File: config.mk
export PLATFORM = sky130hd
export DESIGN_NAME = alu_arbiter
export DESIGN_NICKNAME = d
export VERILOG_FILES = /design/src/rtl/y86_pkg.sv /design/src/rtl/alu_64.sv /design/src/rtl/alu_arbiter.sv
export SDC_FILE = /design/constraint.sdc
export NUM_CORES = 1
export LEC_CHECK = 0
export CORE_ASPECT_RATIO = 1.5
export CORE_UTILIZATION = 35
export DETAILED_ROUTE_END_ITERATION = 16
export MAX_ROUTING_LAYER = met4
export SLEW_MARGIN = 0
export SYNTH_ARGS = -nofsm -noshare
export SYNTH_HDL_FRONTEND = slang
export SYNTH_SLANG_ARGS = --single-unit
File: constraint.sdc
create_clock -name clk -period 18 [get_ports clk]
set_input_delay 1.8 -clock clk [delete_from_list [all_inputs] [get_ports clk]]
set_output_delay 1.8 -clock clk [all_outputs]
set_load 0.02 [all_outputs]
File: src/rtl/y86_pkg.sv
// Shared y86 ALU definitions.
// Holds the ALU opcode encoding, the condition-code bit positions, the
// reset value of the condition codes and a helper that packs the flags.
package y86_pkg;

  // ALU function encoding used on every requester op port
  typedef enum logic [1:0] {
    ALU_ADD = 2'd0,
    ALU_SUB = 2'd1,
    ALU_AND = 2'd2,
    ALU_XOR = 2'd3
  } alu_op_e;

  // Bit positions inside the 3-bit condition-code vector {ZF, SF, OF}
  localparam int CC_ZF = 2;
  localparam int CC_SF = 1;
  localparam int CC_OF = 0;

  // Condition codes after reset: zero flag set, others clear
  localparam logic [2:0] CC_RESET = 3'b100;

  // Place the three flags at their architectural positions
  function automatic logic [2:0] cc_pack(logic zf, logic sf, logic of);
    logic [2:0] c;
    c        = 3'b000;
    c[CC_ZF] = zf;
    c[CC_SF] = sf;
    c[CC_OF] = of;
    return c;
  endfunction

endpackage

File: src/rtl/alu_64.sv
// 64-bit combinational ALU with y86 flag generation.
// Ports:
//   op_i     ALU function (ADD, SUB, AND, XOR)
//   a_i, b_i operands; results are b+a, b-a, b&a, b^a (modulo 2^64)
//   result_o 64-bit result
//   zf_o     result is zero
//   sf_o     result sign bit
//   of_o     signed overflow (ADD/SUB only, 0 for logic ops)
module alu_64
  import y86_pkg::*;
(
  input  logic [1:0]  op_i,
  input  logic [63:0] a_i,
  input  logic [63:0] b_i,
  output logic [63:0] result_o,
  output logic        zf_o,
  output logic        sf_o,
  output logic        of_o
);

  logic        is_sub_s;
  logic [63:0] addend_s;
  logic [63:0] sum_s;

  // One shared adder: subtraction is b + ~a + 1
  always_comb begin
    is_sub_s = (op_i == ALU_SUB);
    if (is_sub_s) begin
      addend_s = ~a_i;
    end else begin
      addend_s = a_i;
    end
    sum_s = b_i + addend_s + {63'd0, is_sub_s};
  end

  // Result selection and flag generation
  always_comb begin
    result_o = sum_s;
    of_o     = 1'b0;
    case (op_i)
      ALU_ADD: begin
        result_o = sum_s;
        of_o     = (a_i[63] == b_i[63]) && (sum_s[63] != b_i[63]);
      end
      ALU_SUB: begin
        result_o = sum_s;
        of_o     = (a_i[63] != b_i[63]) && (sum_s[63] != b_i[63]);
      end
      ALU_AND: begin
        result_o = b_i & a_i;
        of_o     = 1'b0;
      end
      ALU_XOR: begin
        result_o = b_i ^ a_i;
        of_o     = 1'b0;
      end
      default: begin
        result_o = sum_s;
        of_o     = 1'b0;
      end
    endcase
    zf_o = (result_o == 64'd0);
    sf_o = result_o[63];
  end

endmodule

File: src/rtl/alu_arbiter.sv
// Two-requester round-robin arbiter in front of a shared 64-bit ALU.
// One request is accepted per cycle when the single-entry result slot is
// free (empty or being drained this cycle). The result appears one cycle
// after acceptance and is held until the consumer takes it.
// Ports:
//   clk, reset                 clock, synchronous active-high reset
//   rqN_valid / rqN_ready      request handshake (ready is combinational)
//   rqN_op, rqN_a, rqN_b       ALU function and operands
//   rqN_set_cc                 update condition codes with this result
//   res_valid / res_ready      result handshake
//   res_id, res_value          producing requester and registered result
//   cc                         condition codes {ZF, SF, OF}
module alu_arbiter
  import y86_pkg::*;
#(
  parameter int RR_INIT = 0
) (
  input  logic        clk,
  input  logic        reset,
  input  logic        rq0_valid,
  output logic        rq0_ready,
  input  logic [1:0]  rq0_op,
  input  logic [63:0] rq0_a,
  input  logic [63:0] rq0_b,
  input  logic        rq0_set_cc,
  input  logic        rq1_valid,
  output logic        rq1_ready,
  input  logic [1:0]  rq1_op,
  input  logic [63:0] rq1_a,
  input  logic [63:0] rq1_b,
  input  logic        rq1_set_cc,
  output logic        res_valid,
  input  logic        res_ready,
  output logic        res_id,
  output logic [63:0] res_value,
  output logic [2:0]  cc
);

  localparam logic PRIO_INIT = (RR_INIT != 0) ? 1'b1 : 1'b0;

  // Sequential state: priority pointer, result slot, condition codes
  logic        prio_q,      prio_d;
  logic        res_valid_q, res_valid_d;
  logic        res_id_q,    res_id_d;
  logic [63:0] res_value_q, res_value_d;
  logic [2:0]  cc_q,        cc_d;

  logic        slot_free_s;
  logic        grant0_s;
  logic        grant1_s;
  logic        accept_s;
  logic [1:0]  sel_op_s;
  logic [63:0] sel_a_s;
  logic [63:0] sel_b_s;
  logic        sel_set_cc_s;
  logic [63:0] alu_result_s;
  logic        alu_zf_s;
  logic        alu_sf_s;
  logic        alu_of_s;

  // Grant decision; reset forces both grants low so nothing is accepted
  always_comb begin
    slot_free_s = !res_valid_q || res_ready;
    grant0_s    = !reset && slot_free_s && rq0_valid && (!rq1_valid || (prio_q == 1'b0));
    grant1_s    = !reset && slot_free_s && rq1_valid && (!rq0_valid || (prio_q == 1'b1));
    accept_s    = grant0_s || grant1_s;
  end

  // Operand multiplexer feeding the single ALU instance
  always_comb begin
    if (grant1_s) begin
      sel_op_s     = rq1_op;
      sel_a_s      = rq1_a;
      sel_b_s      = rq1_b;
      sel_set_cc_s = rq1_set_cc;
    end else begin
      sel_op_s     = rq0_op;
      sel_a_s      = rq0_a;
      sel_b_s      = rq0_b;
      sel_set_cc_s = rq0_set_cc;
    end
  end

  alu_64 u_alu (
    .op_i     (sel_op_s),
    .a_i      (sel_a_s),
    .b_i      (sel_b_s),
    .result_o (alu_result_s),
    .zf_o     (alu_zf_s),
    .sf_o     (alu_sf_s),
    .of_o     (alu_of_s)
  );

  // Next-state for priority, result slot and condition codes
  always_comb begin
    prio_d      = prio_q;
    res_valid_d = res_valid_q;
    res_id_d    = res_id_q;
    res_value_d = res_value_q;
    cc_d        = cc_q;
    if (accept_s) begin
      // Load wins over drain, giving one result per cycle back-to-back
      res_valid_d = 1'b1;
      res_id_d    = grant1_s;
      res_value_d = alu_result_s;
      prio_d      = !grant1_s;
      if (sel_set_cc_s) begin
        cc_d = cc_pack(alu_zf_s, alu_sf_s, alu_of_s);
      end else begin
        cc_d = cc_q;
      end
    end else if (res_ready) begin
      res_valid_d = 1'b0;
    end else begin
      res_valid_d = res_valid_q;
    end
  end

  // State registers with synchronous reset
  always_ff @(posedge clk) begin
    if (reset) begin
      prio_q      <= PRIO_INIT;
      res_valid_q <= 1'b0;
      res_id_q    <= 1'b0;
      res_value_q <= 64'd0;
      cc_q        <= CC_RESET;
    end else begin
      prio_q      <= prio_d;
      res_valid_q <= res_valid_d;
      res_id_q    <= res_id_d;
      res_value_q <= res_value_d;
      cc_q        <= cc_d;
    end
  end

  assign rq0_ready = grant0_s;
  assign rq1_ready = grant1_s;
  assign res_valid = res_valid_q;
  assign res_id    = res_id_q;
  assign res_value = res_value_q;
  assign cc        = cc_q;

endmodule

==> results of run 1 <==
==> kinds of logic after synthesis <==
family | count (synthesis) | synth area share
simple gates | 520 | 0.208
compound gates | 424 | 0.246
mux | 146 | 0.145
fa+ha+maj | 132 | 0.148
buf+inv | 119 | 0.0443
xor+xnor | 108 | 0.0842
flops | 70 | 0.125
==> area by class of cell <==
| cell class | count | area [sq um] |
|---|---|---|
| Clock buffer | 10 | 229 |
| Clock inverter | 6 | 93.8 |
| Fill cell | 3169 | 16600 |
| Inverter | 18 | 67.6 |
| Multi-Input combinational cell | 1330 | 9380 |
| Sequential cell | 70 | 1400 |
| Tap cell | 410 | 513 |
| Timing Repair Buffer | 350 | 3480 |
==> power by group through the flow <==
| stage | Sequential, W | Combinational (W) | Clock (W) |
|---|---|---|---|
| 2_1_floorplan | 0.000209 | 0.000467 | 0 |
| 3_3_place_gp | 0.000190 | 0.000755 | 0 |
| 3_5_place_dp | 0.000190 | 0.000756 | 0 |
| 4_1_cts | 0.000187 | 0.000762 | 0.000200 |
| 5_1_grt | 0.000189 | 0.000831 | 0.000207 |
| 6_report | 0.000187 | 0.000765 | 0.000197 |
==> through the flow <==
stage               cell area (sq um)  cells  total power (W)  worst slack [ps]   util
floorplan                       11200   1519         0.000676             11120      -
global placement                14800   2178         0.000946              9720  0.468
detailed placement              14800   2178         0.000946              9770  0.468
CTS                             15200   2194          0.00115             10070  0.478
global route                    15200   2194          0.00123              9850  0.478
finish                          15200   2194          0.00115             10130  0.478
==> worst max path at each step <==
stage | from | to | slack, ps | cells past startpoint
3_3_place_gp | res_ready | cc[2] | 9720 | 19
3_5_place_dp | res_ready | cc[2] | 9770 | 20
5_1_grt | reset | cc[2] | 9850 | 20
4_1_cts | res_ready | cc[2] | 10070 | 20
6_report | res_ready | cc[2] | 10130 | 20
2_1_floorplan | reset | cc[2] | 11120 | 22
==> metal layers <==
metal  global-route usage  routed length [microns]  up-vias
met5                    -                        0        -
met4                0.135                     2300        0
met3               0.0256                     1850       88
met2                0.529                    24500      408
met1                0.294                    17400     5832
li1                     -                        -     6096
==> flip-flops by register name, indices dropped and copies added (netlist names) <==
signal,count
res_value,64
cc,3
prio_q,1
res_id,1
res_valid,1
==> critical path, cell delays in order <==
cell	delay (ps)
clkdlybuf4s50_1	520
nor2b_4	70
nor4b_4	440
buf_12	590
mux2i_1	340
xnor2_1	180
inv_1	90
fa_1	430
nand2b_1	180
a21oi_1	320
o21ai_1	270
a211oi_1	480
o21ai_0	140
a31oi_1	640
o2111ai_1	250
nor3_1	400
nand4_1	140
nor4_1	560
nand4_1	160
nand2_1	100
==> synthesized netlist by cell type, types with 5 or more instances <==
cell type,count
xor2_1,82
a2111oi_0,5
nand2_1,239
a21oi_1,159
buf_2,23
o21ai_0,53
a211oi_1,44
and2_1,7
nor3_1,28
xnor2_1,26
nor4_1,7
nand2b_1,7
o21a_1,13
nor2_1,116
a21o_1,25
o21ai_1,14
clkbuf_1,52
ha_1,131
nand3_1,37
or3_1,7
mux2i_1,17
dfxtp_1,70
buf_1,22
a311o_1,5
mux2_2,127
a31oi_1,17
o211ai_1,15
nand4_1,31
and3_1,16
o21bai_1,12
inv_1,18
==> metrics.yaml, run 1 <==
worst_setup_path:
  r2r_slack_ps: 11720
  r2r_end: "cc[2]"
  reg2reg_depth: 19
  cp_max_fo: 143
  worstSetupPathType: "in -> reg"
  end_kind: "flip-flop"
  crit_required_ps: 18270
  reg2reg_from: "res_valid"
  startpoint_type: "primary input"
  cp.arrival_ps: 8140
layout:
  drive_above_1_share: 0.104
  n_antenna_cell: 0
  area_growth_syn_to_layout_pct: 35.0
  final_cell_mix: "336 x clkdlybuf4s50_1, 239 x nand2_1, 159 x a21oi_1"
  final_common_cell: "clkdlybuf4s50_1"
  nets: 2178
cts:
  hold_buffers: 0
  clock_latency_ps: 340
  htree_levels: 3
  clk_path_buf_depth: 2
  cts_resized: 0
  cts_sinks: 70
  cts_tree: "yes"
  cts_setup_buffers: 0
  cts-root-buf: "clkbuf_16"
  cts_buffers: 9
  clk_pin_slew_ps: 60
routing:
  wl_per_cell_microns: 21.0
  dr.first_iter.drc_count: 611
  vias: 12400
  drt_wl_total_mm: 46.1
  dr.pass1.iters: 6
  viasPerCell: 5.66
  ant_nets: 0
  drc: 0
run:
  maxCapViolCount: 0
die:
  ios: 338
  num_rows: 80
  dieArea_sq_mm: 0.0328
  die_h_microns: 221
  start_util: 0.354
  core_area_sq_mm: 0.0317
  fp.dieW_microns: 148
status:
  run_status: "complete, no violations"
global_routing:
  grt_pass1_wl_mm: 69.7
  track_usage: 0.284
  grt_max_degree: 144
  overflow: 0
  grt_pass1_vias: 12400
  antenna_found_initial: 0
synth:
  synthArstFlopShare: 0
  synth-seq-cells: 70
  syn-cell-area_sq_mm: 0.0112
  yosysUniqueCellTypes: 82
  netlist_instances: 1519
  ys.flop_type: "dfxtp_1"
  synthTopCellsByArea: "ha_1 15%, mux2_2 13%, dfxtp_1 12%"
  ys_seq_area_frac: 0.125
  syn_avg_cell_area_sq_um: 7.39
  synth-edff-count: 0
  synth_warnings: 0
  yosys.area.top_type: "ha_1"
  yosys.area.top_type_share: 0.146
  synth_nets: 1918
placed_design:
  port_buffers: 337
  dpl.hpwl_mm: 37.1
  routabilityCongestion: 0.977
pwr:
  power.internal_w: 0.000607
  pwr-share-seq: 0.163
  peakVddDrop_uv: 44.3
  power_frac_comb: 0.666
  p_sw_frac: 0.472
  clockPowerShare: 0.171
  power.density_mw_per_mm2: 75.8
  p_switching_w: 0.000542
  p_leak_nw: 6.02
min_path:
  hp-start: "cc[0]"
  min_path_type: "reg -> reg"
  min_to: "cc[0]"
  whs_path_depth: 2
sta:
  skew_ps: 7.26
  period_needed_ps: 7870
  fin_hold_ws_ps: 449
  hold_violations: 0
  slew_viol_final: 0
  tightestPinTransition_ps: 1020
  fmax_ghz: 0.127
  relSlewSlack: 0.316
  setup_viol: 0
  fin_crit_sh: 0.437
  rsz0062_at_grt: "false"
  setup_tns_ps: 0
(Power assumes the default switching activity.)
==> run 2, diff against run 1 <==
Clock period 18 ns to 6.9 ns, I/O delays scaled along.
==> run 2 against run 1 <==
Compared with the run above: wire length up 3.5%; clock power grew to 2.7 times the previous value; first-iteration DRC count rose by 9.8%; sequential share of layout area about the same; sequential power grew to 2.6 times the previous value; critical path depth unchanged; sequential cell count did not move; via count is 0.80% higher; die area unchanged; critical endpoint unchanged.
==> metrics.yaml, run 2 (synthesized netlist as in run 1, its figures left out) <==
sta:
  setup_tns_ps: 0  # unchanged
  setup_viol: 0  # unchanged
  period_needed_ps: 6080
  tightestPinTransition_ps: 989  # -29.4 ps
  fmax_ghz: 0.164
  slew_viol_final: 0  # unchanged
  relSlewSlack: 0.335  # +0.0197
  skew_ps: 6.49  # -0.774 ps
  rsz0062_at_grt: "false"
  hold_violations: 0  # unchanged
  fin_hold_ws_ps: 452  # +2.87 ps
  fin_crit_sh: 0.881
placed_design:
  port_buffers: 337  # unchanged
  dpl.hpwl_mm: 38.5  # +3.8%
  routabilityCongestion: 0.976  # about the same
worst_setup_path:
  path_delay_family: "compound AO/OA/AOI/OAI gates"
  end_kind: "flip-flop"
  crit_path_frequent_cell: "a211oi_1"
  crit_chain: "clkdlybuf4s50_1, nor2b_4, nor4b_4, buf_12, mux2_2, xor2_1, ha_1, a21oi_1, a21oi_1, a211oi_1, o21ai_0, a211o_1, a211oi_1, a211oi_1, buf_4, a211oi_1, nand4_1, a2111oi_1, nand4_1, nand2_1"
  cp_slowest_cell: "a2111oi_1"
  cp.arrival_ps: 6390  # -1750 ps
  startpoint_type: "primary input"
  critPathMaxStageDelay_ps: 570  # -70 ps
  critPathBufInv: 3  # unchanged
  crit_required_ps: 7200  # -11070 ps
  cp_max_fo: 73  # -49%
  worstSetupPathType: "in -> reg"
routing:
  vias: 12500  # +0.80%
  viasPerCell: 5.69  # +0.57%
  dr.first_iter.drc_count: 671  # +9.8%
  drt_wl_total_mm: 47.7  # +3.5%
  ant_nets: 0  # unchanged
  wl_per_cell_microns: 21.7  # +3.3%
  dr.pass1.iters: 5  # -1
  drc: 0  # unchanged
die:
  start_util: 0.354  # unchanged
  dieArea_sq_mm: 0.0328  # unchanged
  ios: 338  # unchanged
  core_area_sq_mm: 0.0317  # unchanged
  die_h_microns: 221  # unchanged
  num_rows: 80  # unchanged
  fp.dieW_microns: 148  # unchanged
layout:
  drive_above_1_share: 0.107  # +0.00250
  area_growth_syn_to_layout_pct: 35.7
  final_common_cell: "clkdlybuf4s50_1"
  nets: 2183  # +0.23%
  largest_register_ff_count: 64  # unchanged
  fillers: 3215  # +1.5%
  final_cell_mix: "336 x clkdlybuf4s50_1, 239 x nand2_1, 159 x a21oi_1"
  n_antenna_cell: 0  # unchanged
global_routing:
  grt_pass1_vias: 12500  # +0.61%
  track_usage: 0.295  # +0.0116
  grt_pass1_wl_mm: 71.9  # +3.1%
  antenna_found_initial: 0  # unchanged
  overflow: 0  # unchanged
  grt_max_degree: 74  # -49%
cts:
  cts_tree: "yes"
  clk_path_buf_depth: 2  # unchanged
  hold_buffers: 0  # unchanged
  htree_levels: 3  # unchanged
  cts_resized: 0  # unchanged
  clk_pin_slew_ps: 70  # about the same
  cts_sinks: 70  # unchanged
  cts_buffers: 9  # unchanged
  cts-root-buf: "clkbuf_16"
  cts_setup_buffers: 0  # unchanged
  clock_latency_ps: 360  # +20 ps
pwr:
  p_leak_nw: 6.06  # +0.64%
  power.density_mw_per_mm2: 200  # +160%
  peakVddDrop_uv: 141  # +220%
status:
  run_status: "complete, no violations"
min_path:
  min_path_type: "reg -> reg"
run:
  maxCapViolCount: 0  # unchanged
run 2: worst paths after layout:
check / end / cells past startpoint / start / slack [ps]
worst min-delay path: res_value[6] / 2 / res_value[6] / 450
worst max-delay path: cc[2] / 20 / res_ready / 820
worst max register to register: cc[2] / 19 / res_valid / 1260
worst min register to register: res_value[6] / 2 / res_value[6] / 450
run 2: metal layers:
metal  wire [microns]  share of wire  vias to the layer above  global-route usage
met5                0              0                        -                   -
met4             2420          0.051                        0               0.146
met3             1940          0.041                       98              0.0233
met2            25600           0.54                      430               0.556
met1            17800           0.37                     5899               0.301
li1                 -              -                     6096                   -
run 2: area by class of cell:
type	count	area, sq um	share of cell area
Clock buffer	10	229	0.0150
Sequential cell	70	1400	0.0920
Multi-Input combinational cell	1330	9380	0.616
Timing Repair Buffer	355	3550	0.233
Clock inverter	6	93.8	0.00616
Tap cell	410	513	0.0337
Inverter	18	67.6	0.00443
run 2: power breakdown:
part / switching (W) / total, W / internal [W]
logic: 0.00121 / 0.00203 / 0.000822
clock network: 0.000221 / 0.000541 / 0.000320
registers: 0.0000296 / 0.000483 / 0.000454
total: 0.00146 / 0.00305 / 0.00160
run 2: worst register-to-register path: cells and delay by family, from the launching register on:
| family | cells | cell delay [ps] |
|---|---|---|
| AO/OA/AOI/OAI | 9 | 2690 |
| flip-flops | 1 | 310 |
| adder cells (fa/ha/maj) | 1 | 410 |
| multiplexers | 1 | 530 |
| AND/OR/NAND/NOR | 5 | 960 |
| XOR/XNOR | 1 | 150 |
| buffers and inverters | 2 | 520 |
run 2: per-stage QoR:
step | instances | worst slack, ps | power, W | util | area (sq um)
global placement | 2183 | 455 | 0.00249 | 0.470 | 14900
global route | 2199 | 446 | 0.00325 | 0.480 | 15200
floorplan | 1519 | 1130 | 0.00176 | - | 11200
CTS | 2199 | 790 | 0.00305 | 0.480 | 15200
detailed placement | 2183 | 431 | 0.00249 | 0.470 | 14900
finish | 2199 | 818 | 0.00305 | 0.480 | 15200
